$ cat src/rtl/onehot_pulse_pkg.sv
// rtl/onehot_pulse_pkg.sv - shared types and helpers for the one-hot pulse decoder
package onehot_pulse_pkg;

   // Sequencer phases: waiting for work, driving a line, forced quiet time.
   typedef enum logic [1:0] {
      IDLE  = 2'd0,
      PULSE = 2'd1,
      GAP   = 2'd2
   } pulse_state_e;

   // Flat state codes so the state register stays a plain logic vector.
   localparam logic [1:0] ST_IDLE  = IDLE;
   localparam logic [1:0] ST_PULSE = PULSE;
   localparam logic [1:0] ST_GAP   = GAP;

   // Request as seen by producers of the default 16-line, 4-bit-length build.
   typedef struct packed {
      logic [3:0] id;
      logic [3:0] len;
   } pulse_req_t;

   // Gap counter width: $clog2(gap+1), never narrower than one bit so a
   // zero-gap build still has a legal (unused) counter.
   function automatic int unsigned gap_cnt_width(input int unsigned gap);
      return (gap == 0) ? 1 : $clog2(gap + 1);
   endfunction

endpackage

$ cat src/rtl/onehot_pulse_buf.sv
// rtl/onehot_pulse_buf.sv - one-entry request holding register with valid flag
module onehot_pulse_buf
   import onehot_pulse_pkg::*;
#(
   parameter int unsigned IdW  = 4,
   parameter int unsigned LenW = 4
) (
   input  logic            clk_i,
   input  logic            rst_ni,
   input  logic            load_i,
   input  logic [IdW-1:0]  id_i,
   input  logic [LenW-1:0] len_i,
   input  logic            consume_i,
   output logic            valid_o,
   output logic [IdW-1:0]  id_o,
   output logic [LenW-1:0] len_o
);

   logic            valid_q;
   logic [IdW-1:0]  id_q;
   logic [LenW-1:0] len_q;

   // Capture a request when empty; drop the flag when the sequencer takes it.
   // Load only happens while empty, so it never coincides with consume.
   always_ff @(posedge clk_i or negedge rst_ni) begin
      if (!rst_ni) begin
         valid_q <= 1'b0;
         id_q    <= '0;
         len_q   <= '0;
      end else begin
         if (load_i) begin
            valid_q <= 1'b1;
            id_q    <= id_i;
            len_q   <= len_i;
         end else if (consume_i) begin
            valid_q <= 1'b0;
         end
      end
   end

   assign valid_o = valid_q;
   assign id_o    = id_q;
   assign len_o   = len_q;

endmodule

$ cat src/rtl/onehot_pulse_decoder.sv
// rtl/onehot_pulse_decoder.sv - ID stream to timed one-hot strobe decoder
module onehot_pulse_decoder
   import onehot_pulse_pkg::*;
#(
   parameter int unsigned Width     = 16,
   parameter int unsigned IDWidth   = $clog2(Width),
   parameter int unsigned LenWidth  = 4,
   parameter int unsigned GapCycles = 1
) (
   input  logic                clk_i,
   input  logic                rst_ni,
   input  logic [IDWidth-1:0]  id_i,
   input  logic [LenWidth-1:0] len_i,
   input  logic                valid_i,
   output logic                ready_o,
   output logic [Width-1:0]    onehot_o,
   output logic                active_o,
   output logic                err_o
);

   localparam int unsigned        GapCntW = gap_cnt_width(GapCycles);
   localparam logic [IDWidth:0]   WidthC  = (IDWidth + 1)'(Width);
   localparam logic [GapCntW-1:0] GapInit = GapCntW'(GapCycles);
   localparam bit                 HasGap  = (GapCycles != 0);

   logic [1:0]          state_q, state_d;
   logic [IDWidth-1:0]  act_id_q;
   logic [LenWidth-1:0] cnt_q;
   logic [GapCntW-1:0]  gap_cnt_q;

   logic                buf_valid;
   logic [IDWidth-1:0]  buf_id;
   logic [LenWidth-1:0] buf_len;

   logic                accept;
   logic                in_range;
   logic                req_ok;
   logic                cnt_last;
   logic                load_act;
   logic                load_src_buf;
   logic                direct_load;
   logic                buf_load;
   logic                buf_consume;
   logic                gap_load;
   logic [IDWidth-1:0]  src_id;
   logic [LenWidth-1:0] src_len;
   logic [IDWidth-1:0]  next_id;
   logic [Width-1:0]    onehot_d;

   // A zero length still produces a single-cycle strobe.
   function automatic logic [LenWidth-1:0] len_eff(input logic [LenWidth-1:0] l);
      return (l == '0) ? LenWidth'(1) : l;
   endfunction

   // Handshake and range qualification of the incoming request.
   assign ready_o  = !buf_valid;
   assign accept   = valid_i && ready_o;
   assign in_range = ({1'b0, id_i} < WidthC);
   assign req_ok   = accept && in_range;
   assign cnt_last = (cnt_q == LenWidth'(1));

   // Active registers come from the buffer when draining it, otherwise
   // straight from the input (idle start, or zero-gap back-to-back hand-off).
   assign src_id      = load_src_buf ? buf_id  : id_i;
   assign src_len     = load_src_buf ? buf_len : len_i;
   assign direct_load = load_act && !load_src_buf;
   assign buf_load    = req_ok && !direct_load;

   onehot_pulse_buf #(
      .IdW  (IDWidth),
      .LenW (LenWidth)
   ) u_buf (
      .clk_i     (clk_i),
      .rst_ni    (rst_ni),
      .load_i    (buf_load),
      .id_i      (id_i),
      .len_i     (len_i),
      .consume_i (buf_consume),
      .valid_o   (buf_valid),
      .id_o      (buf_id),
      .len_o     (buf_len)
   );

   // Next-state and load decisions for the pulse sequencer.
   always_comb begin
      state_d      = state_q;
      load_act     = 1'b0;
      load_src_buf = 1'b0;
      buf_consume  = 1'b0;
      gap_load     = 1'b0;
      case (state_q)
         ST_IDLE: begin
            if (req_ok) begin
               load_act = 1'b1;
               state_d  = ST_PULSE;
            end
         end
         ST_PULSE: begin
            if (cnt_last) begin
               // A request arriving on the final edge counts as pending
               // work, exactly like one already sitting in the buffer.
               if (buf_valid || req_ok) begin
                  if (HasGap) begin
                     gap_load = 1'b1;
                     state_d  = ST_GAP;
                  end else begin
                     load_act     = 1'b1;
                     load_src_buf = buf_valid;
                     buf_consume  = buf_valid;
                  end
               end else begin
                  state_d = ST_IDLE;
               end
            end
         end
         ST_GAP: begin
            if (gap_cnt_q == GapCntW'(1)) begin
               load_act     = 1'b1;
               load_src_buf = 1'b1;
               buf_consume  = 1'b1;
               state_d      = ST_PULSE;
            end
         end
         default: begin
            state_d = ST_IDLE;
         end
      endcase
   end

   // State register plus active line index and pulse-length down-counter.
   always_ff @(posedge clk_i or negedge rst_ni) begin
      if (!rst_ni) begin
         state_q  <= ST_IDLE;
         act_id_q <= '0;
         cnt_q    <= '0;
      end else begin
         state_q <= state_d;
         if (load_act) begin
            act_id_q <= src_id;
            cnt_q    <= len_eff(src_len);
         end else if (state_q == ST_PULSE && cnt_q != '0) begin
            cnt_q <= cnt_q - LenWidth'(1);
         end
      end
   end

   // Counts the forced all-zero cycles between two consecutive pulses.
   always_ff @(posedge clk_i or negedge rst_ni) begin
      if (!rst_ni) begin
         gap_cnt_q <= '0;
      end else begin
         if (gap_load) begin
            gap_cnt_q <= GapInit;
         end else if (state_q == ST_GAP && gap_cnt_q != '0) begin
            gap_cnt_q <= gap_cnt_q - GapCntW'(1);
         end
      end
   end

   // Decode from the upcoming state so the outputs are registered yet
   // line up with the cycle the state is in.
   assign next_id  = load_act ? src_id : act_id_q;
   assign onehot_d = (state_d == ST_PULSE) ? (Width'(1) << next_id) : '0;

   // Registered outputs; err marks an out-of-range request for one cycle.
   always_ff @(posedge clk_i or negedge rst_ni) begin
      if (!rst_ni) begin
         onehot_o <= '0;
         active_o <= 1'b0;
         err_o    <= 1'b0;
      end else begin
         onehot_o <= onehot_d;
         active_o <= |onehot_d;
         err_o    <= accept && !in_range;
      end
   end

endmodule

$ cat config.mk
export PLATFORM = sky130hd
export DESIGN_NAME = onehot_pulse_decoder
export DESIGN_NICKNAME = d
export VERILOG_FILES = /design/src/rtl/onehot_pulse_pkg.sv /design/src/rtl/onehot_pulse_buf.sv /design/src/rtl/onehot_pulse_decoder.sv
export SDC_FILE = /design/constraint.sdc
export NUM_CORES = 1
export LEC_CHECK = 0
export BUFFER_PORTS_ARGS = -buffer_cell sky130_fd_sc_hd__buf_2
export CAP_MARGIN = 20
export CELL_PAD_IN_SITES_DETAIL_PLACEMENT = 2
export CELL_PAD_IN_SITES_GLOBAL_PLACEMENT = 2
export CORE_ASPECT_RATIO = 0.8
export CORE_UTILIZATION = 32
export CTS_CLUSTER_DIAMETER = 120
export DETAILED_ROUTE_END_ITERATION = 10
export GPL_ROUTABILITY_DRIVEN = 0
export GPL_TIMING_DRIVEN = 1
export HOLD_SLACK_MARGIN = 0.1
export PLACE_DENSITY = 0.78
export SYNTH_ARGS = -nofsm -noshare
export SYNTH_HDL_FRONTEND = slang
export SYNTH_SLANG_ARGS = --single-unit
$ cat constraint.sdc
create_clock -name clk_i -period 1.6 [get_ports clk_i]
set_input_delay 0.16 -clock clk_i [delete_from_list [all_inputs] [get_ports clk_i]]
set_output_delay 0.16 -clock clk_i [all_outputs]
set_load 0.02 [all_outputs]
==> reports/results.tsv, run 1 <==
metric	value	unit
r2r_end	onehot_o[7]$_DFF_PN0_	
whs_path_depth	2	
ys.flop_type	dfrtp_1	
final_antenna_net_count	0	
worst_pin_slew	802	ps
clock.fmax	528	MHz
hold_viol_final	0	
cts_made_buffers	5	
reg2reg_depth	5	
synthAdderAreaFrac	1.40	%
fin_crit	1900	ps
min-delay-start	len_i[0]	
htree_levels	2	
grt_overflow	0	
die_x	85.5	um
powerDensity	1850	nW/um2
drive_gt1_share	48.6	%
slowest_delay	420	ps
drt_iter0_drc	38	
synth_top_area_share	51.8	%
min_path_type	input port to register	
synth_edf_count	0	
synth_seq_cells	37	
required	1810	ps
setup_viol	23	
synth_xor_area_share	1.47	%
reg2reg_from	state_q[1]$_DFF_PN0_	
hpwl	4.13	mm
crit_type	register to register	
rrSetupSlack	-300	ps
worstSetupEndpointType	register	
skew	14.6	ps
vias	1497	
worstPathCellList	or3b_4 -> a21oi_4 -> mux2_4 -> buf_4 -> nor3_2	
clock_latency	300	ps
ys_seq_area_share	51.8	%
synthTopCellsByArea	dfrtp_1 (52%), mux2_2 (8.8%), mux2i_1 (7.3%), nor3_1 (3.6%), nor2_1 (2.1%)	
path_max_fanout	5	
maxSlewViolCount	0	
synth_compound_area_share	8.12	%
coreArea	5180	um2
die_area	5890	um2
muxShareOfSynthArea	16.1	%
worstSetupStartpointType	register	
failed_checks	negative setup slack	
synthSimpleGateAreaFrac	16.7	%
ys_types	41	
syn-num-nets	173	
synth_warnings	0	
layout.cells.non_filler	282	
grt_pass1_vias	1729	
slew_headroom	46.5	%
outcome	complete, but fails checks	
critical_path_buf_inv_count	1	
top_layer_used	met4	
fin_ws	-296	ps
synth_top_family_by_area	simple AND/OR/NAND/NOR gates	
synth_area	1790	um2
worstPathArrival	2110	ps
routedWlPerCell	22.2	um
synth-async-reset-ratio	100	%
slowest_stage	dfrtp_1	
clkTransAtPathRegs	90	ps
cts_buffer_depth	2	
start_util	34.5	%
grt_max_degree	38	
grt_first_pass_wirelength	9.02	mm
dp_cells	267	
drt-pass1-iter-count	3	
cts-root-buf	clkbuf_8	
power_leakage	1.15	nW
fin_setup_tns	-4670	ps
cts.sinks	37	
timing.final.crit_share	118	%
synth_area_leader_cell	dfrtp_1	
netlist_instances	160	
wl_met3	150	um
synth.avg_cell_area	11.2	um2
dr_wl_met2	3.28	mm
routed_via_density	5.31	
final_nets	232	
cap_violations	0	
areaGrowthSynthToFinish	37.6	%
min_to	u_buf.len_o[0]$_DFFE_PN0P_	
crit_family	simple AND/OR/NAND/NOR gates	
finalWirelength	6.25	mm
portBuffers	28	
drt-met1-wl	2.65	mm
grt_setup_unrepaired	yes	
drc_errors	0	
io_pins	30	
die_y	68.8	um
fin_util	47.5	%
cts_tree	done	
rows	23	
antenna_found_initial	0	
antennaDiodeCount	0	
vdd_ir_drop_max	0.748	mV
grt_usage	21.2	%
[metrics by stage]
step                      hold WS [ps]  total power, mW  setup WS [ps]  instance area (um2)
after global placement             223             3.31           -204                 2180
final                              129             4.54           -296                 2460
after CTS                          107             4.31           -270                 2360
after global routing               135             4.78           -343                 2460
after detailed placement           241             3.50           -301                 2180
after floorplan                   -136             2.69          -46.7                 1830
[power by group]
part	switching, mW	total [mW]	internal, mW
Sequential	0.308	1.58	1.27
Combinational	1.24	2.30	1.06
Clock	0.358	0.660	0.302
[worst reg2reg max path: stages, from the launching register on]
cell	delay, ps
dfrtp_1	420
or3b_4	420
a21oi_4	270
mux2_4	370
buf_4	150
nor3_2	190
[layer usage]
layer	global-route usage (%)	up-vias
li1	-	683
met1	23.3	777
met2	40.3	22
met3	5.36	15
met4	8.13	0
met5	0	-
[how the worst max path moves through the flow]
stage                                    start                endpoint  cells after the start
final                     state_q[1]$_DFF_PN0_   onehot_o[7]$_DFF_PN0_                      5
after global routing      state_q[1]$_DFF_PN0_  onehot_o[14]$_DFF_PN0_                      4
after CTS                 state_q[1]$_DFF_PN0_   onehot_o[5]$_DFF_PN0_                      5
after detailed placement  state_q[1]$_DFF_PN0_  onehot_o[13]$_DFF_PN0_                      5
after global placement    state_q[1]$_DFF_PN0_  onehot_o[15]$_DFF_PN0_                      5
after floorplan           state_q[1]$_DFF_PN0_  onehot_o[13]$_DFF_PN0_                      6
[kinds of logic (layout without fill, tap and decap cells)]
logic type | Yosys count | count (layout)
AO/OA/AOI/OAI | 20 | 20
XOR/XNOR | 3 | 3
adder cells (fa/ha/maj) | 2 | 2
buffers and inverters | 14 | 74
flip-flops | 37 | 37
multiplexers | 27 | 27
other | 1 | 1
AND/OR/NAND/NOR | 56 | 56
[cell usage in the layout (no fill, tap or decap), drive strengths merged, types with 4 or more instances in the layout]
master | Yosys | layout
dfrtp | 37 | 37
mux2 | 14 | 14
nand2 | 9 | 9
nand2b | 4 | 4
a21oi | 6 | 6
mux2i | 13 | 13
inv | 5 | 5
buf | 7 | 60
nor3 | 13 | 13
nor2 | 10 | 10
clkbuf | 2 | 6
nor4 | 5 | 5
[state kept, by name (all words and copies together), names as in the netlist]
name           flops
act_id_q           4
active_o           1
u_buf.id_o         4
cnt_q              4
onehot_o          16
state_q            2
gap_cnt_q          1
u_buf.valid_o      1
u_buf.len_o        4
[final cells by class]
| type | count | area, um2 |
|---|---|---|
| fill | 526 | 2720 |
| multi-input combinational | 109 | 941 |
| sequential | 37 | 926 |
| timing repair buffer | 61 | 413 |
| tap | 62 | 77.6 |
| clock buffer | 6 | 72.6 |
| inverter | 5 | 18.8 |
| clock inverter | 2 | 10.0 |
[synth_stat cells (3+ instances only)]
cell / count
dfrtp_1: 37
mux2_2: 14
mux2i_1: 13
nor3_1: 13
nor2_1: 10
nand2_1: 9
a21oi_1: 5
inv_1: 5
nor4_1: 5
nand2b_1: 4
buf_4: 3
nor2b_1: 3
o21ai_0: 3
[what timing repair did]
item / CTS / global route
setup buffers: 3 / 6
hold buffers: 1 / 0
hold endpoints to repair: 37 / 0
resized for setup: 20 / 16
endpoints found under the setup margin: 26 / 25
pin swaps: 2 / 1
Power figures use the tool's default switching activity.
==> run 2: changes to the inputs <==
--- a/config.mk
+++ b/config.mk
@@ -5,18 +5,19 @@
 export SDC_FILE = /design/constraint.sdc
 export NUM_CORES = 1
 export LEC_CHECK = 0
+export ABC_AREA = 1
 export BUFFER_PORTS_ARGS = -buffer_cell sky130_fd_sc_hd__buf_2
 export CAP_MARGIN = 20
 export CELL_PAD_IN_SITES_DETAIL_PLACEMENT = 2
 export CELL_PAD_IN_SITES_GLOBAL_PLACEMENT = 2
 export CORE_ASPECT_RATIO = 0.8
-export CORE_UTILIZATION = 32
+export CORE_UTILIZATION = 30
 export CTS_CLUSTER_DIAMETER = 120
 export DETAILED_ROUTE_END_ITERATION = 10
 export GPL_ROUTABILITY_DRIVEN = 0
 export GPL_TIMING_DRIVEN = 1
 export HOLD_SLACK_MARGIN = 0.1
-export PLACE_DENSITY = 0.78
+export PLACE_DENSITY = 0.79
 export SYNTH_ARGS = -nofsm -noshare
 export SYNTH_HDL_FRONTEND = slang
 export SYNTH_SLANG_ARGS = --single-unit
==> reports/results.tsv, run 2 <==
metric	value	unit
fin_util	38.2	%
ys.flop_type	dfrtp_1	
ys_seq_area_share	53.5	%
finalWirelength	4.53	mm
whs_path_depth	2	
worstPathCellList	inv_2 -> nand3_4 -> buf_6 -> nand2_1 -> nand2_1 -> nand2_1 -> nand2_4 -> nand3_1 -> nor2_1	
synth_seq_cells	37	
path_max_fanout	10	
die_x	86.9	um
clock.fmax	671	MHz
yosysMostFrequentCell	nand2_1	
reg2reg_from	state_q[0]$_DFF_PN0_	
vdd_ir_drop_max	0.301	mV
power_leakage	1.14	nW
worstPathArrival	1670	ps
cap_violations	0	
cts-root-buf	clkbuf_8	
vias	1429	
coreArea	5500	um2
synth_edf_count	0	
largest_reg_flops	16	
fin_crit	1490	ps
io_pins	30	
drt_iter0_drc	70	
grt_usage	16.5	%
outcome	finished, final reports clean	
synth.avg_cell_area	8.84	um2
timing.critical_path.to	onehot_o[3]$_DFF_PN0_	
ys_types	24	
start_util	31.5	%
final_common_cell	nand2_1	
syn-num-nets	209	
portBuffers	28	
final_nets	249	
grt_pass1_vias	1536	
routedWlPerCell	14.4	um
hpwl	3.32	mm
maxSlewViolCount	0	
drc_errors	0	
min_path_type	input port to register	
fillers	635	
setup_viol	0	
synth_area	1730	um2
min-delay-start	id_i[3]	
rrSetupSlack	110	ps
synthTopCellsByArea	dfrtp_1 (53%), nand2_1 (11%), nand3_1 (5.5%), nor2_1 (5.2%), inv_1 (3.9%)	
cp-startpoint	state_q[0]$_DFF_PN0_	
final_antenna_net_count	0	
cp.depth	9	
powerDensity	777	nW/um2
grt_max_degree	38	
hold_viol_final	0	
required	1780	ps
netlist_top_cells_count	nand2_1 (50), dfrtp_1 (37), nor2_1 (24), nand3_1 (19), inv_1 (18)	
clkTransAtPathRegs	70	ps
htree_levels	2	
cts_made_buffers	5	
areaGrowthSynthToFinish	21.3	%
synth_area_leader_cell	dfrtp_1	
cts.sinks	37	
r2r_end	onehot_o[3]$_DFF_PN0_	
worstSetupEndpointType	register	
grt_first_pass_wirelength	7.60	mm
drt-pass1-iter-count	4	
critical_path_buf_inv_count	2	
die_area	6080	um2
top_register	onehot_o	
crit_type	register to register	
crit_family	simple AND/OR/NAND/NOR gates	
synth_warnings	0	
fin_setup_tns	0	ps
final_cell_mix	nand2_1 (49), dfrtp_1 (36), buf_2 (28), nor2_1 (22), nand3_1 (19)	
rows	24	
reg2reg_depth	9	
timing.final.crit_share	93.2	%
skew	4.02	ps
worstSetupStartpointType	register	
slowest_stage	dfrtp_1	
antennaDiodeCount	0	
synth-async-reset-ratio	100	%
routed_via_density	4.54	
netlist_instances	196	
die_y	70.0	um
clock_latency	290	ps
slowest_delay	430	ps
antenna_found_initial	0	
cts_tree	done	
crit_top_cell	nand2_1	
grt_overflow	0	
cts_buffer_depth	2	
drive_gt1_share	28.3	%
synth_top_area_share	53.5	%
run 2: cell count changes after synthesis, sizes merged, moves of 4 or more:
cell and delta:
nand2 +51, nand3 +20, inv +15, nor2 +15, mux2i -13, nor3 -13, mux2 -11, o21ai +6
nor4 -5, a21oi -4, nand2b -4
run 2: area by class of cell:
type                            count  area (um2)  share of cell area, %
Sequential cell                    37         927                   44.1
Multi-Input combinational cell    133         687                   32.7
Timing Repair Buffer               39         229                   10.9
Tap cell                           78        97.6                   4.65
Inverter                           20        77.6                   3.69
Clock buffer                        6        72.6                   3.45
Clock inverter                      2        10.0                  0.476
run 2: logic make-up (layout without fill, tap and decap cells):
group	count (synthesis)	count (layout)	synth area share, %
compound gates	14	14	4.48
xor+xnor	2	2	1.01
fa+ha+maj	2	2	1.44
buf+inv	26	67	7.59
flops	37	37	53.5
mux	3	3	1.95
other cells	1	1	0.217
simple gates	111	111	29.8
run 2: repair_timing:
item / 4_1_cts / 5_1_grt
endpoints found under the hold margin: 37 / 0
setup buffers: 0 / 2
hold buffers: 1 / 0
setup endpoints to repair: 0 / 20
gates resized for setup: 0 / 7
run 2: power by group:
part           leakage (nW)  internal [mW]  total, mW  switching (mW)
Sequential            0.458          0.934      0.934               0
Clock                0.0450          0.302      0.642           0.340
Combinational         0.640         0.0182     0.0563          0.0381
Total                  1.14           1.25       1.63           0.378
run 2: stage by stage:
stage	cell area, um2	setup slack (ps)	hold WS, ps	total power [mW]	cells
2_1_floorplan	1730	302	-136	0.972	196
4_1_cts	2070	26.9	111	1.65	313
3_3_place_gp	1980	82.1	237	1.01	304
6_report	2100	109	113	1.63	315
3_5_place_dp	1980	63.1	243	1.01	304
5_1_grt	2100	-7.56	118	1.70	315
run 2: worst min path at each step:
stage | endpoint | slack, ps
after floorplan | act_id_q[0]$_DFF_PN0_ | -140
after global placement | u_buf.id_o[3]$_DFFE_PN0P_ | 240
after detailed placement | u_buf.id_o[3]$_DFFE_PN0P_ | 240
after CTS | u_buf.id_o[3]$_DFFE_PN0P_ | 110
after global routing | u_buf.id_o[2]$_DFFE_PN0P_ | 120
final | u_buf.id_o[3]$_DFFE_PN0P_ | 110
run 2: routing by layer:
| layer | global-route usage (%) | up-vias | part of all wire [%] |
|---|---|---|---|
| met2 | 25.5 | 17 | 47 |
| met5 | 0 | - | 0 |
| met1 | 22.6 | 709 | 49 |
| met3 | 3.31 | 7 | 2.1 |
| li1 | - | 696 | - |
| met4 | 6.67 | 0 | 1.7 |
==> run 3: changes to the inputs <==
--- a/config.mk
+++ b/config.mk
@@ -10,14 +10,13 @@
 export CAP_MARGIN = 20
 export CELL_PAD_IN_SITES_DETAIL_PLACEMENT = 2
 export CELL_PAD_IN_SITES_GLOBAL_PLACEMENT = 2
-export CORE_ASPECT_RATIO = 0.8
 export CORE_UTILIZATION = 30
 export CTS_CLUSTER_DIAMETER = 120
 export DETAILED_ROUTE_END_ITERATION = 10
 export GPL_ROUTABILITY_DRIVEN = 0
 export GPL_TIMING_DRIVEN = 1
 export HOLD_SLACK_MARGIN = 0.1
-export PLACE_DENSITY = 0.79
+export PLACE_DENSITY_LB_ADDON = 0.1
 export SYNTH_ARGS = -nofsm -noshare
 export SYNTH_HDL_FRONTEND = slang
 export SYNTH_SLANG_ARGS = --single-unit
==> reports/results.tsv, run 3 (synthesis gave the netlist of run 2 again) <==
metric	value	unit
grt_usage	17.7	%
finalWirelength	5.29	mm
min-delay-start	id_i[3]	
die_x	78.0	um
top_register	onehot_o	
power.internal	1.30	mW
clkTransAtPathRegs	80	ps
p_seq_share	55.6	%
p_switching	0.385	mW
worstPathArrival	1850	ps
die_y	78.0	um
final_common_cell	nand2_1	
fin_ws	-35.3	ps
drt-pass1-iter-count	4	
p_total	1.68	mW
skew	3.41	ps
maxSlewViolCount	0	
layout.cells.non_filler	316	
vdd_ir_drop_max	0.362	mV
portBuffers	28	
required	1820	ps
dp_cells	298	
io_pins	30	
final_nets	257	
path_max_fanout	9	
final_cell_mix	nand2_1 (47), dfrtp_1 (36), buf_2 (28), nor2_1 (19), inv_1 (17)	
clock_latency	290	ps
grt_first_pass_wirelength	8.14	mm
routed_via_density	4.78	
fin_setup_tns	-157	ps
fin_crit	1640	ps
whs_path_depth	2	
powerDensity	756	nW/um2
die_area	6080	um2
reg2reg_depth	8	
drive_gt1_share	34.4	%
power_leakage	1.19	nW
comb_power_share	3.8	%
cp-startpoint	state_q[0]$_DFF_PN0_	
reg2reg_from	state_q[0]$_DFF_PN0_	
drc_errors	0	
htree_levels	2	
worstSetupEndpointType	register	
start_util	31.3	%
largest_reg_flops	16	
grt_max_degree	20	
antenna_found_initial	0	
cts_buffer_depth	2	
timing.final.crit_share	102	%
setup_viol	7	
coreArea	5540	um2
cts.sinks	37	
min_path_type	input port to register	
clock.fmax	612	MHz
routedWlPerCell	16.7	um
whs	118	ps
rows	27	
hold_viol_final	0	
cap_violations	0	
antennaDiodeCount	0	
areaGrowthSynthToFinish	28.4	%
fillers	634	
grt_overflow	0	
fin_util	40.1	%
clockPowerShare	40.6	%
final_antenna_net_count	0	
swShare	22.9	%
failed_checks	negative setup slack	
vias	1511	
hpwl	3.80	mm
drt_iter0_drc	20	
cts-root-buf	clkbuf_8	
cts_made_buffers	5	
cts_tree	done	
grt_pass1_vias	1639	
worstSetupStartpointType	register	
crit_type	register to register	
outcome	complete, but fails checks	
-- run 3: cell types whose count changed in the layout (fill, tap and decap cells not counted), moves of 2 or more --
cell and change:
buf_4 +7, clkinv_2 -2, nand2_1 -2, nand2_4 +2, nand3_1 -3, nand3_2 +2, nor2_1 -3, nor2_2 +2
-- run 3: worst paths after layout --
kind | endpoint | slack (ps)
max in group asynchronous | state_q[1]$_DFF_PN0_ | 760
min in group asynchronous | u_buf.len_o[3]$_DFFE_PN0P_ | 360
hold reg to reg | u_buf.len_o[3]$_DFFE_PN0P_ | 510
hold / removal | u_buf.id_o[3]$_DFFE_PN0P_ | 120
setup reg to reg | onehot_o[15]$_DFF_PN0_ | -40
setup / recovery | onehot_o[15]$_DFF_PN0_ | -40
-- run 3: power groups by stage --
| stage | Clock, mW | Sequential [mW] | Combinational [mW] |
|---|---|---|---|
| after floorplan | 0 | 0.953 | 0.0184 |
| after global placement | 0 | 0.953 | 0.0610 |
| after global routing | 0.736 | 0.934 | 0.0725 |
| after detailed placement | 0 | 0.953 | 0.0647 |
| after CTS | 0.706 | 0.934 | 0.0669 |
| final | 0.683 | 0.934 | 0.0637 |
-- run 3: metal layers --
layer  vias up  track usage (%)  share of wire (%)
met5         -                0                  0
met4         0             3.89                1.7
met3         7             3.88                2.1
met2        21             33.1                 54
met1       770             20.5                 42
li1        713                -                  -
-- run 3: critical path, stage by stage (launching register included) --
cell and delay [ps]:
dfrtp_1 420, buf_4 160, nor2_1 130, nand2_1 150, nand2_4 160, nand2_1 140, nand2_1 160, nand2_4 100
nor2_1 140
-- run 3: what timing repair did --
| item | in CTS | in global routing |
|---|---|---|
| setup buffers | 0 | 10 |
| pin swaps | 0 | 6 |
| hold buffers | 1 | 0 |
| resized for setup | 3 | 17 |
| endpoints found under the setup margin | 20 | 19 |
| endpoints found under the hold margin | 18 | 0 |
-- run 3: through the flow --
step,setup slack [ps],area (um2)
5_1_grt,-135,2220
3_3_place_gp,-20.3,1980
6_report,-35.3,2220
2_1_floorplan,302,1730
3_5_place_dp,-55.6,1980
4_1_cts,5.59,2080
-- run 3: layout make-up --
| type | count | area (um2) | share of cell area (%) |
|---|---|---|---|
| clock buffer | 6 | 82.6 | 3.71 |
| clock inverter | 1 | 7.51 | 0.338 |
| inverter | 20 | 77.6 | 3.49 |
| multi-input combinational | 133 | 737 | 33.1 |
| sequential | 37 | 927 | 41.7 |
| tap | 72 | 90.1 | 4.05 |
| timing repair buffer | 47 | 302 | 13.6 |
